<file path="config.mk">
export PLATFORM = sky130hd
export DESIGN_NAME = d_write_buffer
export DESIGN_NICKNAME = d
export VERILOG_FILES = /design/src/rtl/mips_mem_pkg.sv /design/src/rtl/wbuf_entry_array.sv /design/src/rtl/d_write_buffer.sv
export SDC_FILE = /design/constraint.sdc
export NUM_CORES = 2
export LEC_CHECK = 0
export CAP_MARGIN = 20
export CORE_ASPECT_RATIO = 1.25
export CORE_MARGIN = 2
export CORE_UTILIZATION = 52
export DETAILED_ROUTE_END_ITERATION = 7
export GPL_TIMING_DRIVEN = 0
export PLACE_DENSITY = 0.81
export SKIP_LAST_GASP = 1
export SLEW_MARGIN = 20
export SYNTH_ARGS = -nofsm -noshare
export SYNTH_HDL_FRONTEND = slang
export SYNTH_SLANG_ARGS = --single-unit
</file>
<file path="constraint.sdc">
create_clock -name clk -period 14.9 [get_ports clk]
set_input_delay 2.235 -clock clk [delete_from_list [all_inputs] [get_ports clk]]
set_output_delay 2.235 -clock clk [all_outputs]
set_load 0.02 [all_outputs]
</file>
<file path="src/rtl/mips_mem_pkg.sv">
// Shared memory-side types for the MIPS cache/memory path: line geometry,
// write-buffer FSM states and the buffered-entry layout.
package mips_mem_pkg;

  localparam int LINE_ADDR_W = 28;
  localparam int LINE_DATA_W = 128;

  typedef enum logic [1:0] {
    IDLE,
    DRAIN,
    RD_MEM,
    RESP
  } wb_state_e;

  typedef struct packed {
    logic                   valid;
    logic [LINE_ADDR_W-1:0] addr;
    logic [LINE_DATA_W-1:0] data;
  } wb_entry_t;

endpackage

</file>
<file path="src/rtl/wbuf_entry_array.sv">
// Write-buffer storage: DEPTH entries with push/pop/coalesce write ports and
// an associative search that returns the youngest matching valid entry.
module wbuf_entry_array
  import mips_mem_pkg::*;
#(
  parameter int DEPTH = 4,
  parameter int PTR_W = $clog2(DEPTH)
) (
  input  logic                   clk,
  input  logic                   rst_n,
  input  logic                   push_en,
  input  logic [PTR_W-1:0]       push_idx,
  input  logic [LINE_ADDR_W-1:0] push_addr,
  input  logic [LINE_DATA_W-1:0] push_data,
  input  logic                   pop_en,
  input  logic [PTR_W-1:0]       pop_idx,
  input  logic                   cw_en,
  input  logic [PTR_W-1:0]       cw_idx,
  input  logic [LINE_DATA_W-1:0] cw_data,
  input  logic [PTR_W-1:0]       head_idx,
  input  logic                   excl_head,
  input  logic [LINE_ADDR_W-1:0] srch_addr,
  output logic                   srch_hit,
  output logic [PTR_W-1:0]       srch_idx,
  output logic [LINE_DATA_W-1:0] srch_data,
  output logic [LINE_ADDR_W-1:0] head_addr,
  output logic [LINE_DATA_W-1:0] head_data
);

  wb_entry_t        entries_q [DEPTH];
  logic [PTR_W-1:0] scan_idx;

  // Walk from oldest (head) to youngest so the last match wins.
  always_comb begin
    // NOTE: every combinational output gets a default first so no path can infer a latch.
    srch_hit  = 1'b0;
    srch_idx  = '0;
    srch_data = '0;
    scan_idx  = '0;
    for (int k = 0; k < DEPTH; k++) begin
      scan_idx = head_idx + PTR_W'(k);
      if (entries_q[scan_idx].valid && (entries_q[scan_idx].addr == srch_addr) &&
          !(excl_head && (k == 0))) begin
        srch_hit  = 1'b1;
        srch_idx  = scan_idx;
        srch_data = entries_q[scan_idx].data;
      end
    end
  end

  assign head_addr = entries_q[head_idx].addr;
  assign head_data = entries_q[head_idx].data;

  // NOTE: only the valid bits are reset; addr/data are storage and are qualified by valid.
  always_ff @(posedge clk) begin
    if (!rst_n) begin
      for (int i = 0; i < DEPTH; i++) begin
        entries_q[i].valid <= 1'b0;
      end
    end else begin
      if (pop_en)  entries_q[pop_idx].valid <= 1'b0;
      if (cw_en)   entries_q[cw_idx].data   <= cw_data;
      // Push after pop: when full, tail==head and the same-edge push must survive.
      if (push_en) entries_q[push_idx]      <= '{valid: 1'b1, addr: push_addr, data: push_data};
    end
  end

endmodule

</file>
<file path="src/rtl/d_write_buffer.sv">
// Posted-write buffer between the D-cache and slow_memD: absorbs write-backs,
// drains them in the background, serves read hits and lets read misses bypass.
module d_write_buffer
  import mips_mem_pkg::*;
#(
  parameter int DEPTH  = 4,
  parameter int ADDR_W = LINE_ADDR_W,
  parameter int DATA_W = LINE_DATA_W
) (
  input  logic              clk,
  input  logic              rst_n,
  input  logic              cache_read,
  input  logic              cache_write,
  input  logic [ADDR_W-1:0] cache_addr,
  input  logic [DATA_W-1:0] cache_wdata,
  output logic [DATA_W-1:0] cache_rdata,
  output logic              cache_ready,
  output logic              mem_read,
  output logic              mem_write,
  output logic [ADDR_W-1:0] mem_addr,
  output logic [DATA_W-1:0] mem_wdata,
  input  logic [DATA_W-1:0] mem_rdata,
  input  logic              mem_ready,
  output logic              wb_empty
);

  localparam int             PTR_W    = $clog2(DEPTH);
  localparam logic [PTR_W:0] FULL_CNT = (PTR_W+1)'(DEPTH);

  wb_state_e         state_q, state_d;
  logic [PTR_W-1:0]  head_q, head_d, tail_q, tail_d;
  logic [PTR_W:0]    count_q, count_d;
  logic              cache_ready_q, cache_ready_d;
  logic [DATA_W-1:0] cache_rdata_q, cache_rdata_d;
  logic              mem_read_q, mem_read_d, mem_write_q, mem_write_d;
  logic [ADDR_W-1:0] mem_addr_q, mem_addr_d;
  logic [DATA_W-1:0] mem_wdata_q, mem_wdata_d;
  logic              wb_empty_q, wb_empty_d;

  logic              push_en, pop_en, cw_en, srch_hit, req_ok, full;
  logic [PTR_W-1:0]  srch_idx;
  logic [DATA_W-1:0] srch_data, head_data;
  logic [ADDR_W-1:0] head_addr;

  wbuf_entry_array #(.DEPTH(DEPTH)) u_array (
    .clk       (clk),
    .rst_n     (rst_n),
    .push_en   (push_en),
    .push_idx  (tail_q),
    .push_addr (cache_addr),
    .push_data (cache_wdata),
    .pop_en    (pop_en),
    .pop_idx   (head_q),
    .cw_en     (cw_en),
    .cw_idx    (srch_idx),
    .cw_data   (cache_wdata),
    .head_idx  (head_q),
    .excl_head (state_q == DRAIN),
    .srch_addr (cache_addr),
    .srch_hit  (srch_hit),
    .srch_idx  (srch_idx),
    .srch_data (srch_data),
    .head_addr (head_addr),
    .head_data (head_data)
  );

  // While cache_ready is high the cache still presents the request just served.
  assign req_ok = !cache_ready_q;
  assign full   = (count_q == FULL_CNT);

  always_comb begin
    state_d       = state_q;
    head_d        = head_q;
    tail_d        = tail_q;
    cache_ready_d = 1'b0;
    cache_rdata_d = cache_rdata_q;
    mem_read_d    = mem_read_q;
    mem_write_d   = mem_write_q;
    mem_addr_d    = mem_addr_q;
    mem_wdata_d   = mem_wdata_q;
    push_en       = 1'b0;
    pop_en        = 1'b0;
    cw_en         = 1'b0;
    unique case (state_q)
      IDLE: begin
        if (req_ok && cache_read) begin
          if (srch_hit) begin
            cache_rdata_d = srch_data;
            cache_ready_d = 1'b1;
            state_d       = RESP;
          end else begin
            mem_read_d = 1'b1;
            mem_addr_d = cache_addr;
            state_d    = RD_MEM;
          end
        end else if (req_ok && cache_write && (srch_hit || !full)) begin
          cw_en         = srch_hit;
          push_en       = !srch_hit;
          cache_ready_d = 1'b1;
          state_d       = RESP;
        end else if (count_q != '0) begin
          // Also taken when a write is stalled on a full buffer.
          mem_write_d = 1'b1;
          mem_addr_d  = head_addr;
          mem_wdata_d = head_data;
          state_d     = DRAIN;
        end
      end
      DRAIN: begin
        if (mem_ready) begin
          pop_en      = 1'b1;
          head_d      = head_q + PTR_W'(1);
          mem_write_d = 1'b0;
          state_d     = IDLE;
        end
        if (req_ok && cache_write && (srch_hit || !full || mem_ready)) begin
          cw_en         = srch_hit;
          push_en       = !srch_hit;
          cache_ready_d = 1'b1;
        end
      end
      RD_MEM: begin
        if (mem_ready) begin
          cache_rdata_d = mem_rdata;
          mem_read_d    = 1'b0;
          cache_ready_d = 1'b1;
          state_d       = RESP;
        end
      end
      RESP: state_d = IDLE;
      default: state_d = IDLE;
    endcase
    if (push_en) tail_d = tail_q + PTR_W'(1);
    count_d    = count_q + {{PTR_W{1'b0}}, push_en} - {{PTR_W{1'b0}}, pop_en};
    wb_empty_d = (count_d == '0) && (state_d != DRAIN);
  end

  always_ff @(posedge clk) begin
    if (!rst_n) begin
      state_q       <= IDLE;
      head_q        <= '0;
      tail_q        <= '0;
      count_q       <= '0;
      cache_ready_q <= 1'b0;
      cache_rdata_q <= '0;
      mem_read_q    <= 1'b0;
      mem_write_q   <= 1'b0;
      mem_addr_q    <= '0;
      mem_wdata_q   <= '0;
      wb_empty_q    <= 1'b1;
    end else begin
      // NOTE: non-blocking assignments so every register samples pre-edge values.
      state_q       <= state_d;
      head_q        <= head_d;
      tail_q        <= tail_d;
      count_q       <= count_d;
      cache_ready_q <= cache_ready_d;
      cache_rdata_q <= cache_rdata_d;
      mem_read_q    <= mem_read_d;
      mem_write_q   <= mem_write_d;
      mem_addr_q    <= mem_addr_d;
      mem_wdata_q   <= mem_wdata_d;
      wb_empty_q    <= wb_empty_d;
    end
  end

  assign cache_ready = cache_ready_q;
  assign cache_rdata = cache_rdata_q;
  assign mem_read    = mem_read_q;
  assign mem_write   = mem_write_q;
  assign mem_addr    = mem_addr_q;
  assign mem_wdata   = mem_wdata_q;
  assign wb_empty    = wb_empty_q;

endmodule

</file>
# Word-level counts from Yosys, hierarchy flattened
# Memory sizes are Yosys's and may differ from the RTL's. A register that Yosys moved wholly into a read port is not among the register bits.
# Cells that the tools add are included.
# word_totals
register_bits	297
ram_bits	628
output_inout_bits	288
mem_count	1
# op_classes
add_sub_neg	6
n_eq_ne	19
n_mux	71
n_bitwise	2
reduce_logical	31
# memory_table
memory	words	width	rd	rd_clocked_by_memory_dff	write_ports	line	text
u_array.entries_q	4	157	4	1	4	wbuf_entry_array.sv:30	wb_entry_t entries_q [DEPTH];
# op_table
cell	n
2-to-1 mux 128 bit	7
2-to-1 mux 157 bit	3
OR reduction 157 bit	3
one-hot mux 128 bit (2 select lines)	1
equality test 28 bit	4
2-to-1 mux 28 bit	4
2-to-1 mux 1 bit	33
2-to-1 mux 2 bit	15
!= test 2 bit, second input constant	10
AND reduction 4 bit	4
logical AND 1 bit	10
one-hot mux 1 bit (2 select lines)	4
one-hot mux 2 bit (4 select lines)	1
2-to-1 mux 3 bit	2
nonzero test 2 bit	3
AND reduction 5 bit	1
adder 2 x 1 -> 2 bit, second input constant	2
adder 2 bit, second input constant	2
equality test 2 bit, second input constant	2
zero test 1 bit	4
adder 3 x 1 -> 3 bit	1
equality test 3 bit, second input constant	1
zero test 3 bit	1
one-hot mux 1 bit (3 select lines)	1
other kinds (8)	10

# Depth between registers and ports, before layout
# depth
word_depth	18
mapped_depth	24
ltp_nobuf	17

# Hierarchy
# A second synthesis with hierarchy kept.
# unflattened
cells_unflattened	6523
hier_area_um2	57332.5
# by_module_without_submodules
mod	n_inst	cells_per_inst	area_per_inst_um2
wbuf_entry_array	1	5149	44719.1
d_write_buffer	1	1374	12613.3

# Least setup slack after synthesis
# Ideal clock, no wire load.
# synth_timing
path_type	input-to-reg
from	in cache_addr[1]
to	mem u_array.entries_q[1][0] in the netlist's numbering (enable)
arrival_time_ns	14.003
required_ns	14.102
path_slack_ns	0.099
stages	12
n_path_buf	2
cell_sequence	clkbuf_1 nor2b_1 a32o_1 a311oi_1 or4b_1 or3_1 or3_1 clkbuf_1 o2111a_1 o31ai_1 nand3_1 nor3b_1
# synth_lines
element	line	text
start: declaration	d_write_buffer.sv:14	input logic [ADDR_W-1:0] cache_addr,
end: declaration	wbuf_entry_array.sv:30	

# Worst setup path after layout
# layout_timing
from	in cache_addr[26]
to	reg mem_wdata_q[67] (netlist: mem_wdata[67]) (read register of u_array.entries_q)
# layout_via
elab_chain_cells	11
# layout_lines
element	line	text
equality test 28 bit	wbuf_entry_array.sv:42	if (entries_q[scan_idx].valid && (entries_q[scan_idx].addr == srch_addr) &&
logical AND 1 bit (2 in series)	wbuf_entry_array.sv:42	
2-to-1 mux 1 bit (3 in series)	wbuf_entry_array.sv:42	
2-to-1 mux 1 bit *	wbuf_entry_array.sv:42	
logical OR 1 bit *	d_write_buffer.sv:96	end else if (req_ok && cache_write && (srch_hit || !full)) begin
logical AND 1 bit *	d_write_buffer.sv:96	
inverter 1 bit (no source line) *	--	
AND reduction 4 bit (no source line) *	--	
end: declaration	d_write_buffer.sv:37	logic [DATA_W-1:0] mem_wdata_q, mem_wdata_d;
# Mark *: on every way between the ends. The rest lies on a longest branch, timed or not.
# A chain may end at the register's enable or synchronous reset.

==> metrics.yaml <==
status: "finished with violations"
violations: "design-rule violations"
crit_chain: "clkdlybuf4s50_1, clkbuf_1, inv_1, xnor2_1, o2111ai_1, nor3_1, o2111ai_1, o22ai_2, nor4_1, o2111ai_2, buf_2, buf_2, buf_2, nand3_1, o21ai_0"
cts-resized-gates: 0
post-cts-setup-buffers: 0
total_power_mw: 7.73
wire_per_inst_um: 33.6
clock_latency_ps: 690
worst_slack_ps: 6320
cts_max_level: 3
vias: 47300
layout_commonest_cell: "edfxtp_1"
totalWireLength_um: 227000
num-fill-cells: 7636
power_density_nw_per_um2: 124
area_delta_synth_final_pct: 22.4
max_slew_margin: 0.119
final_cell_mix: "625 x edfxtp_1, 576 x clkdlybuf4s50_1, 528 x nand2_1, 378 x nor2_1, 309 x mux4_2"
dieArea_um2: 101000
post-place-ws_ps: 6260
gp_congestion: 1.08
avgSynthCellArea_um2: 11.1
skew_ps: 39.7
peakVddDrop_uv: 112
cts_buffer_depth: 3
setup_violations: 0
fin_crit_sh: 0.576
start_util: 0.524
post-route-cell-area_um2: 62400
start_kind: "primary input"
grt_pass1_wl_um: 320000
via_per_inst: 6.99
path_class: "primary input to flop"
p_leak_nw: 19.4
seq_area_frac_synth: 0.487
min_period_ps: 8580
synthCells: 4590
die_h_um: 354
cp_common_cell: "buf_2"
grt_max_degree: 36
min_path_type: "flop to flop"
critPathMaxStageDelay_ps: 840
fmax_mhz: 117
synth_edf_count: 625
cp.required_ps: 15490
rsz0062_at_grt: "false"
fin_nets: 5628
instances_no_fill: 6759
cts_buffers: 93
setup_tns_ps: 0
arrival_ps: 9170
num_io_pins: 577
hold_viol: 0
syn_nets: 4882
drc: 3
first_pass_iters: 8
maxCapViolCount: 0
portBuffers: 576
placed_cells: 6541
drt_iter0_markers: 7770
end_kind: "flop"
core_um2: 97400
cts-root-buf: "clkbuf_16"
hpwl_um: 167000
cts_tree: "built"
worst_slew_pin_slew_ps: 1320
clk_pin_slew_ps: 60
synth-seq-cells: 927
ys.flop_type: "edfxtp_1"
clock-sinks: 927
slew_viol_final: 0
gr-total-overflow: 0
synth_warnings: 0
die_w_um: 284
drive_above_1_share: 0.153
syn-cell-area_um2: 51000
synthDistinctLibCells: 83
ant_nets: 0
slowest_stage: "o2111ai_2"
placed_area_um2: 59200
rows: 128
crit_fanout: 13
grt_pass1_vias: 45100
grt.total_usage: 0.440
antenna_found_initial: 61
hold_buffers: 0
async_flop_share: 0
## final timing paths
kind | from | endpoint | slack (ps) | cells past startpoint
worst min register to register | cache_rdata[123]$_SDFFE_PN0P_ | cache_rdata[123]$_SDFFE_PN0P_ | 450 | 2
worst min-delay path | cache_rdata[123]$_SDFFE_PN0P_ | cache_rdata[123]$_SDFFE_PN0P_ | 450 | 2
worst max register to register | head_q[1]$_SDFFE_PN0P_ | mem_wdata[67]$_SDFFE_PN0P_ | 7650 | 15
worst max-delay path | cache_addr[26] | mem_wdata[67]$_SDFFE_PN0P_ | 6320 | 15
## routing by layer
layer	share of wire	vias to the layer above	GRT usage
met5	0.0013	-	0.00613
met1	0.32	22700	0.495
met2	0.45	4200	0.692
met4	0.10	42	0.365
met3	0.12	1158	0.133
li1	-	19100	-
## power by group
part           internal [mW]  switching (mW)  leakage [nW]
clock                   1.38            1.07          1.55
combinational          0.837            1.38          9.72
sequential              2.92           0.145          8.08
## per-stage QoR
| stage | util | hold slack [ps] |
|---|---|---|
| 6_report | 0.641 | 454 |
| 5_1_grt | 0.641 | 467 |
| 3_3_place_gp | 0.600 | 439 |
| 4_1_cts | 0.640 | 452 |
| 3_5_place_dp | 0.608 | 443 |
| 2_1_floorplan | - | 497 |
## kinds of logic (layout without fill, tap and decap cells)
| group | Yosys count | count (layout) | share of synthesized area |
|---|---|---|---|
| other | 0 | 44 | 0 |
| XOR/XNOR | 101 | 101 | 0.0173 |
| flip-flops | 927 | 927 | 0.487 |
| AO/OA/AOI/OAI | 955 | 955 | 0.114 |
| multiplexers | 685 | 685 | 0.214 |
| AND/OR/NAND/NOR | 1447 | 1447 | 0.128 |
| adder cells (fa/ha/maj) | 3 | 3 | 0.000883 |
| buffers and inverters | 472 | 1297 | 0.0389 |
## sequential cells by signal, summed over array words and instances, names as in the netlist, 2 cells and up, named ones only
name	flops
head_q	2
cache_rdata	128
tail_q	2
count_q	3
u_array.entries_q	628
state_q	2
mem_wdata	128
mem_addr	28
## critical path, delay by kind of cell
kind,cells,cell delay [ps]
xor gates and xnor gates,1,360
AOI/OAI and AO/OA,5,2080
and+or+nand+nor,3,1020
buffers and inverters,6,3420
## synthesized netlist by cell type (23+ instances only)
master    instances  area share
buf_2            59      0.0058
o22a_1           23      0.0040
clkbuf_1        304       0.022
nor4_1           23      0.0028
nor2_1          382       0.028
o21ai_0         289       0.028
mux2i_1         235       0.046
o221a_2          28      0.0062
edfxtp_1        625        0.37
nand3_1         272       0.027
dfxtp_1         302        0.12
a31oi_1         112       0.014
o211ai_1        125       0.018
buf_1            61      0.0045
nand2_1         528       0.039
nand4_1         136       0.017
mux4_2          309        0.14
mux2_2          139       0.031
xnor2_1          79       0.014
a21oi_1         277       0.027
## cell type report
class,instances,area (µm²),area share
Multi-Input combinational cell,3191,24300,0.389
Antenna cell,44,110,0.00176
Sequential cell,927,24800,0.398
Clock inverter,45,428,0.00685
Buffer,449,1920,0.0307
Timing Repair Buffer,651,6470,0.104
Clock buffer,129,2720,0.0436
Inverter,23,86.3,0.00138
Tap cell,1300,1630,0.0261
(Power assumes the default switching activity.)
